[src/rtl/vga_fb_arbiter.sv]
// rtl/vga_fb_arbiter.sv - single-port framebuffer arbiter: real-time VGA cell fetch over game-logic writes
// Optional build macro VGA_FB_VBLANK_WR_ONLY_EN: grant writes only outside the active lines.
module vga_fb_arbiter #(
    parameter int H_START = 144,
    parameter int V_START = 35,
    parameter int COLS    = 80,
    parameter int ROWS    = 60,
    parameter int ADDR_W  = 13,
    parameter int DATA_W  = 8
) (
    input  logic              clk,
    input  logic              rst,
    input  logic [9:0]        pix_x,
    input  logic [9:0]        pix_y,
    input  logic              video_on,
    input  logic              ref_tick,
    input  logic              wr_req,
    input  logic [ADDR_W-1:0] wr_addr,
    input  logic [DATA_W-1:0] wr_data,
    output logic              wr_ack,
    output logic              mem_en,
    output logic              mem_we,
    output logic [ADDR_W-1:0] mem_addr,
    output logic [DATA_W-1:0] mem_wdata,
    input  logic [DATA_W-1:0] mem_rdata,
    output logic [DATA_W-1:0] pix_data,
    output logic              synced
);

    localparam int                CW        = $clog2(COLS + 1);
    localparam logic [CW-1:0]     COLS_C    = CW'(COLS);
    localparam logic [ADDR_W-1:0] ROW_STEP  = ADDR_W'(COLS);
    localparam logic [ADDR_W-1:0] CELLS     = ADDR_W'(COLS * ROWS);
    localparam logic [9:0]        X_FIRST   = 10'(H_START - 3);
    localparam logic [9:0]        Y_FIRST   = 10'(V_START);
    localparam logic [9:0]        Y_END     = 10'(V_START + 480);
    localparam logic [9:0]        LINE_LAST = 10'd799;

    typedef enum logic [1:0] {SYNC_WAIT, IDLE, DISP, WRITE} state_t;

    state_t              state_q, state_d;
    logic [CW-1:0]       col_cnt_q, col_cnt_d;
    logic [ADDR_W-1:0]   row_base_q, row_base_d;
    logic                synced_q, synced_d;
    logic                rd_pend_q;
    logic                mem_en_q, mem_en_d;
    logic                mem_we_q, mem_we_d;
    logic                wr_ack_q, wr_ack_d;
    logic [ADDR_W-1:0]   mem_addr_q, mem_addr_d;
    logic [DATA_W-1:0]   mem_wdata_q, mem_wdata_d;
    logic [DATA_W-1:0]   pix_data_q, pix_data_d;

    logic                y_active;
    logic [2:0]          y_phase;
    logic [9:0]          slot_x;
    logic                line_end;
    logic                fetch_slot;
    logic                wr_window;
    logic                wr_grant;
    logic                addr_ok;
    logic                unused_video_on;

    assign unused_video_on = video_on;

    assign y_active   = (pix_y >= Y_FIRST) && (pix_y < Y_END);
    assign y_phase    = 3'(pix_y - Y_FIRST);
    assign line_end   = (pix_x == LINE_LAST);
    // Slot for cell col_cnt sits three pixels ahead of its first pixel.
    assign slot_x     = X_FIRST + 10'({col_cnt_q, 3'b000});
    assign fetch_slot = synced_q && y_active && (col_cnt_q < COLS_C) && (pix_x == slot_x);
    assign addr_ok    = (wr_addr < CELLS);

`ifdef VGA_FB_VBLANK_WR_ONLY_EN
    assign wr_window = !y_active;
`else
    assign wr_window = 1'b1;
`endif

    assign wr_grant = wr_req && !fetch_slot && wr_window;
    assign synced_d = synced_q || ref_tick;

    always_comb begin
        col_cnt_d  = col_cnt_q;
        row_base_d = row_base_q;
        if (ref_tick) begin
            col_cnt_d  = '0;
            row_base_d = '0;
        end else begin
            if (line_end) begin
                col_cnt_d = '0;
            end else if (fetch_slot) begin
                col_cnt_d = col_cnt_q + CW'(1);
            end
            if (line_end && y_active && (y_phase == 3'd7)) begin
                row_base_d = row_base_q + ROW_STEP;
            end
        end
    end

    // A write cycle never chains into another grant: the held request is stale until the writer saw wr_ack.
    always_comb begin
        state_d = synced_d ? IDLE : SYNC_WAIT;
        case (state_q)
            WRITE: begin
                if (fetch_slot) begin
                    state_d = DISP;
                end
            end
            default: begin
                if (fetch_slot) begin
                    state_d = DISP;
                end else if (wr_grant) begin
                    state_d = WRITE;
                end
            end
        endcase
    end

    always_comb begin
        mem_en_d    = 1'b0;
        mem_we_d    = 1'b0;
        wr_ack_d    = 1'b0;
        mem_addr_d  = mem_addr_q;
        mem_wdata_d = mem_wdata_q;
        case (state_d)
            DISP: begin
                mem_en_d   = 1'b1;
                mem_addr_d = row_base_q + ADDR_W'(col_cnt_q);
            end
            WRITE: begin
                wr_ack_d = 1'b1;
                if (addr_ok) begin
                    mem_en_d    = 1'b1;
                    mem_we_d    = 1'b1;
                    mem_addr_d  = wr_addr;
                    mem_wdata_d = wr_data;
                end
            end
            default: begin
                mem_en_d = 1'b0;
            end
        endcase
        pix_data_d = rd_pend_q ? mem_rdata : pix_data_q;
    end

    always_ff @(posedge clk or posedge rst) begin
        if (rst) begin
            state_q     <= SYNC_WAIT;
            col_cnt_q   <= '0;
            row_base_q  <= '0;
            synced_q    <= 1'b0;
            rd_pend_q   <= 1'b0;
            mem_en_q    <= 1'b0;
            mem_we_q    <= 1'b0;
            wr_ack_q    <= 1'b0;
            mem_addr_q  <= '0;
            mem_wdata_q <= '0;
            pix_data_q  <= '0;
        end else begin
            state_q     <= state_d;
            col_cnt_q   <= col_cnt_d;
            row_base_q  <= row_base_d;
            synced_q    <= synced_d;
            rd_pend_q   <= (state_q == DISP);
            mem_en_q    <= mem_en_d;
            mem_we_q    <= mem_we_d;
            wr_ack_q    <= wr_ack_d;
            mem_addr_q  <= mem_addr_d;
            mem_wdata_q <= mem_wdata_d;
            pix_data_q  <= pix_data_d;
        end
    end

    assign wr_ack    = wr_ack_q;
    assign mem_en    = mem_en_q;
    assign mem_we    = mem_we_q;
    assign mem_addr  = mem_addr_q;
    assign mem_wdata = mem_wdata_q;
    assign pix_data  = pix_data_q;
    assign synced    = synced_q;

endmodule

[config.mk]
export PLATFORM = sky130hd
export DESIGN_NAME = vga_fb_arbiter
export DESIGN_NICKNAME = d
export VERILOG_FILES = /design/src/rtl/vga_fb_arbiter.sv
export SDC_FILE = /design/constraint.sdc
export NUM_CORES = 1
export LEC_CHECK = 0
export ABC_CLOCK_PERIOD_IN_PS = 6260
export BUFFER_PORTS_ARGS = -buffer_cell sky130_fd_sc_hd__buf_4
export CORE_ASPECT_RATIO = 1.25
export CORE_MARGIN = 3
export CORE_UTILIZATION = 49
export CTS_BUF_LIST = sky130_fd_sc_hd__clkbuf_8 sky130_fd_sc_hd__clkbuf_16
export DETAILED_ROUTE_END_ITERATION = 10
export PLACE_DENSITY = 0.77
export SETUP_SLACK_MARGIN = 0.4
export SYNTH_ARGS = -nofsm -noshare
export SYNTH_HDL_FRONTEND = slang
export SYNTH_SLANG_ARGS = --single-unit
export TNS_END_PERCENT = 30
[constraint.sdc]
create_clock -name clk -period 6.26 [get_ports clk]
set_clock_uncertainty 0.2 [all_clocks]
set_input_delay 1.252 -clock clk [delete_from_list [all_inputs] [get_ports clk]]
set_output_delay 1.252 -clock clk [all_outputs]
set_load 0.03 [all_outputs]
==> flow_metrics.env <==
export IMPL_status="finished clean"
export IMPL_ir_worst_vdd_uv=126
export IMPL_cap_viol_max_count=0
export IMPL_worstPathCellList="buf_4 > xnor2_1 > nor3b_1 > o21ai_0 > and4_1 > or3_1 > mux2i_1"
export IMPL_cts_root_buf="clkbuf_8"
export IMPL_cts_tree="built"
export IMPL_endpoint_kind="flip-flop"
export IMPL_ctsHtreeMaxLevel=2
export IMPL_initial_utilization_pct=52.5
export IMPL_leakage_uw=0.00169
export IMPL_core_um2=5260
export IMPL_tns_ps=0
export IMPL_grt_met2_usage_pct=31.9
export IMPL_grt_usage_pct=18.8
export IMPL_vias_per_cell=5.64
export IMPL_diodes=0
export IMPL_multi_input_area_um2=1400
export IMPL_cts_resized=0
export IMPL_synth_main_ff_cell="dfrtp_1"
export IMPL_final_core_util_pct=67.4
export IMPL_syn_area_per_cell_um2=10.9
export IMPL_path_class="primary input to flip-flop"
export IMPL_clk_pin_slew_ps=100
export IMPL_clock_path_buffers=2
export IMPL_synthTopCellsByCount="dfrtp_1, mux2i_1, a21oi_1"
export IMPL_post_cts_buffers=0
export IMPL_p_per_area_nw_per_um2=229
export IMPL_holdWs_ps=236
export IMPL_synth_area_um2=2760
export IMPL_port_buffers=85
export IMPL_die_y_um=90.0
export IMPL_register_area_um2=1300
export IMPL_finalSetupViolations=0
export IMPL_nets=396
export IMPL_syn2layout_area_growth_pct=28.4
export IMPL_cp_slowest_stage_delay_ps=650
export IMPL_fillers=427
export IMPL_grt_pass1_wl_mm=9.89
export IMPL_min_path_type="flip-flop to flip-flop"
export IMPL_met1_usage_pct=22.4
export IMPL_grt_busiest_layer="met2"
export IMPL_hold_buffers=0
export IMPL_vias=2256
export IMPL_grt_start_max_net_pins=53
export IMPL_yosys_warnings=0
export IMPL_die_area_um2=6580
export IMPL_arrival_ps=3420
export IMPL_yosysUniqueCellTypes=47
export IMPL_io_pins=87
export IMPL_ys_seq_elements=52
export IMPL_tightest_slew_ps=1070
export IMPL_setup_slack_ps=2870
export IMPL_antenna_found_initial=0
export IMPL_cts_sinks=52
export IMPL_drive_above_1_share_pct=35.8
export IMPL_finalCritPeriodShare_pct=54.2
export IMPL_hold_viol_final=0
export IMPL_postSynthCellCount=254
export IMPL_slew_headroom_pct=28.3
export IMPL_crit_slowest_cell="or3_1"
export IMPL_ys_async_sr_fraction_pct=100
export IMPL_synth_most_common_cell="dfrtp_1"
export IMPL_drt_wl_total_mm=6.28
export IMPL_pre_cts_slack_ps=2600
export IMPL_synth_top_area_cell="dfrtp_1"
export IMPL_hpwl_mm=4.86
export IMPL_wl_per_cell_um=15.7
export IMPL_grt_pass1_vias=2167
export IMPL_yosys_top_cells_area="dfrtp_1, mux2i_1, mux2_2"
export IMPL_dieWidth_um=73.2
export IMPL_finalMaxSlewViolations=0
export IMPL_rsz0062_at_grt="false"
export IMPL_placementRows=29
export IMPL_cp_data_required_time_ps=6290
export IMPL_first_pass_iters=4
export IMPL_drtIter0Drc=65
export IMPL_route_detailed_drc=0
export IMPL_insertion_delay_ps=310
export IMPL_critPathLaunchType="primary input"
export IMPL_gp_congestion=0.884
export IMPL_gr_usage_met3_pct=4.58
export IMPL_grt_overflow=0
export IMPL_worstPathMaxFanout=16
export IMPL_antenna_left=0
export IMPL_cts_buffers=5
export IMPL_max_freq_mhz=295
export IMPL_synth_top_area_share_pct=47.1
export IMPL_synth_fp_nets=313
export IMPL_seq_area_frac_synth_pct=47.1
export IMPL_path_buf_inv=1
export IMPL_path_delay_family="simple AND/OR/NAND/NOR gates"
export IMPL_synth_edff_count=0
export IMPL_min_period_ps=3390
## cell type report
| cell class | instances | area share, % |
|---|---|---|
| Sequential cell | 52 | 36.7 |
| Multi-Input combinational cell | 186 | 39.4 |
| Timing Repair Buffer | 87 | 18.4 |
| Tap cell | 62 | 2.19 |
| Clock buffer | 5 | 1.94 |
| Clock inverter | 3 | 0.776 |
| Inverter | 5 | 0.529 |
## routing by layer
metal,vias to the layer above,part of all wire (%)
met4,0,2.5
li1,1099,-
met1,1055,40
met5,-,0
met3,14,8.1
met2,88,49
## where the power goes
part | internal [uW] | leakage, uW | switching [uW] | total [uW]
sequential | 370 | 0.000664 | 17.6 | 388
combinational | 96.5 | 0.000980 | 127 | 224
clock | 82.2 | 0.0000463 | 117 | 199
total | 549 | 0.00169 | 262 | 810
## cells by family after synthesis
logic type                 count (synthesis)  synth area share (%)
and+or+nand+nor                           80                  17.1
DFF                                       52                  47.1
adders and majority gates                  5                  2.26
muxes                                     37                  14.1
xor gates and xnor gates                  23                  7.29
buffers and inverters                     16                  2.26
AOI/OAI and AO/OA                         41                  9.87
## path summary, 6_finish.rpt
path                           endpoint  cells after the start  slack, ps          from
setup / recovery           mem_addr[11]                      7       2870      pix_x[9]
hold / removal                rd_pend_q                      1        240    state_q[0]
setup reg to reg           mem_addr[11]                      7       3250  col_cnt_q[0]
hold reg to reg               rd_pend_q                      1        240    state_q[0]
max in group asynchronous  mem_addr[12]                      2       4200           rst
min in group asynchronous  mem_wdata[2]                      2       1010           rst
## per-stage QoR
step | instances | power [uW] | cell area (um2)
floorplan | 254 | 521 | 2760
global placement | 392 | 617 | 3450
detailed placement | 392 | 622 | 3450
CTS | 400 | 821 | 3550
global route | 400 | 849 | 3550
finish | 400 | 810 | 3550
## registers in the layout, indices dropped and copies added, names as in the netlist
signal / cells
mem_addr: 13
row_base_q: 9
mem_wdata: 8
pix_data: 8
col_cnt_q: 7
state_q: 2
mem_en: 1
mem_we: 1
rd_pend_q: 1
synced: 1
wr_ack: 1
## cells in the final DEF, fill, tap and decap left out, types with 7 or more instances in the layout
cell type  Yosys  final
dfrtp_1       52     52
nor2_1        14     14
a21oi_1       18     18
mux2i_1       21     21
xnor2_1       16     16
nand2_1       11     11
xor2_1         7      7
o21ai_0        7      7
mux2_2        16     16
buf_4          0     87
nor3_1        12     12
Power figures use the tool's default switching activity.
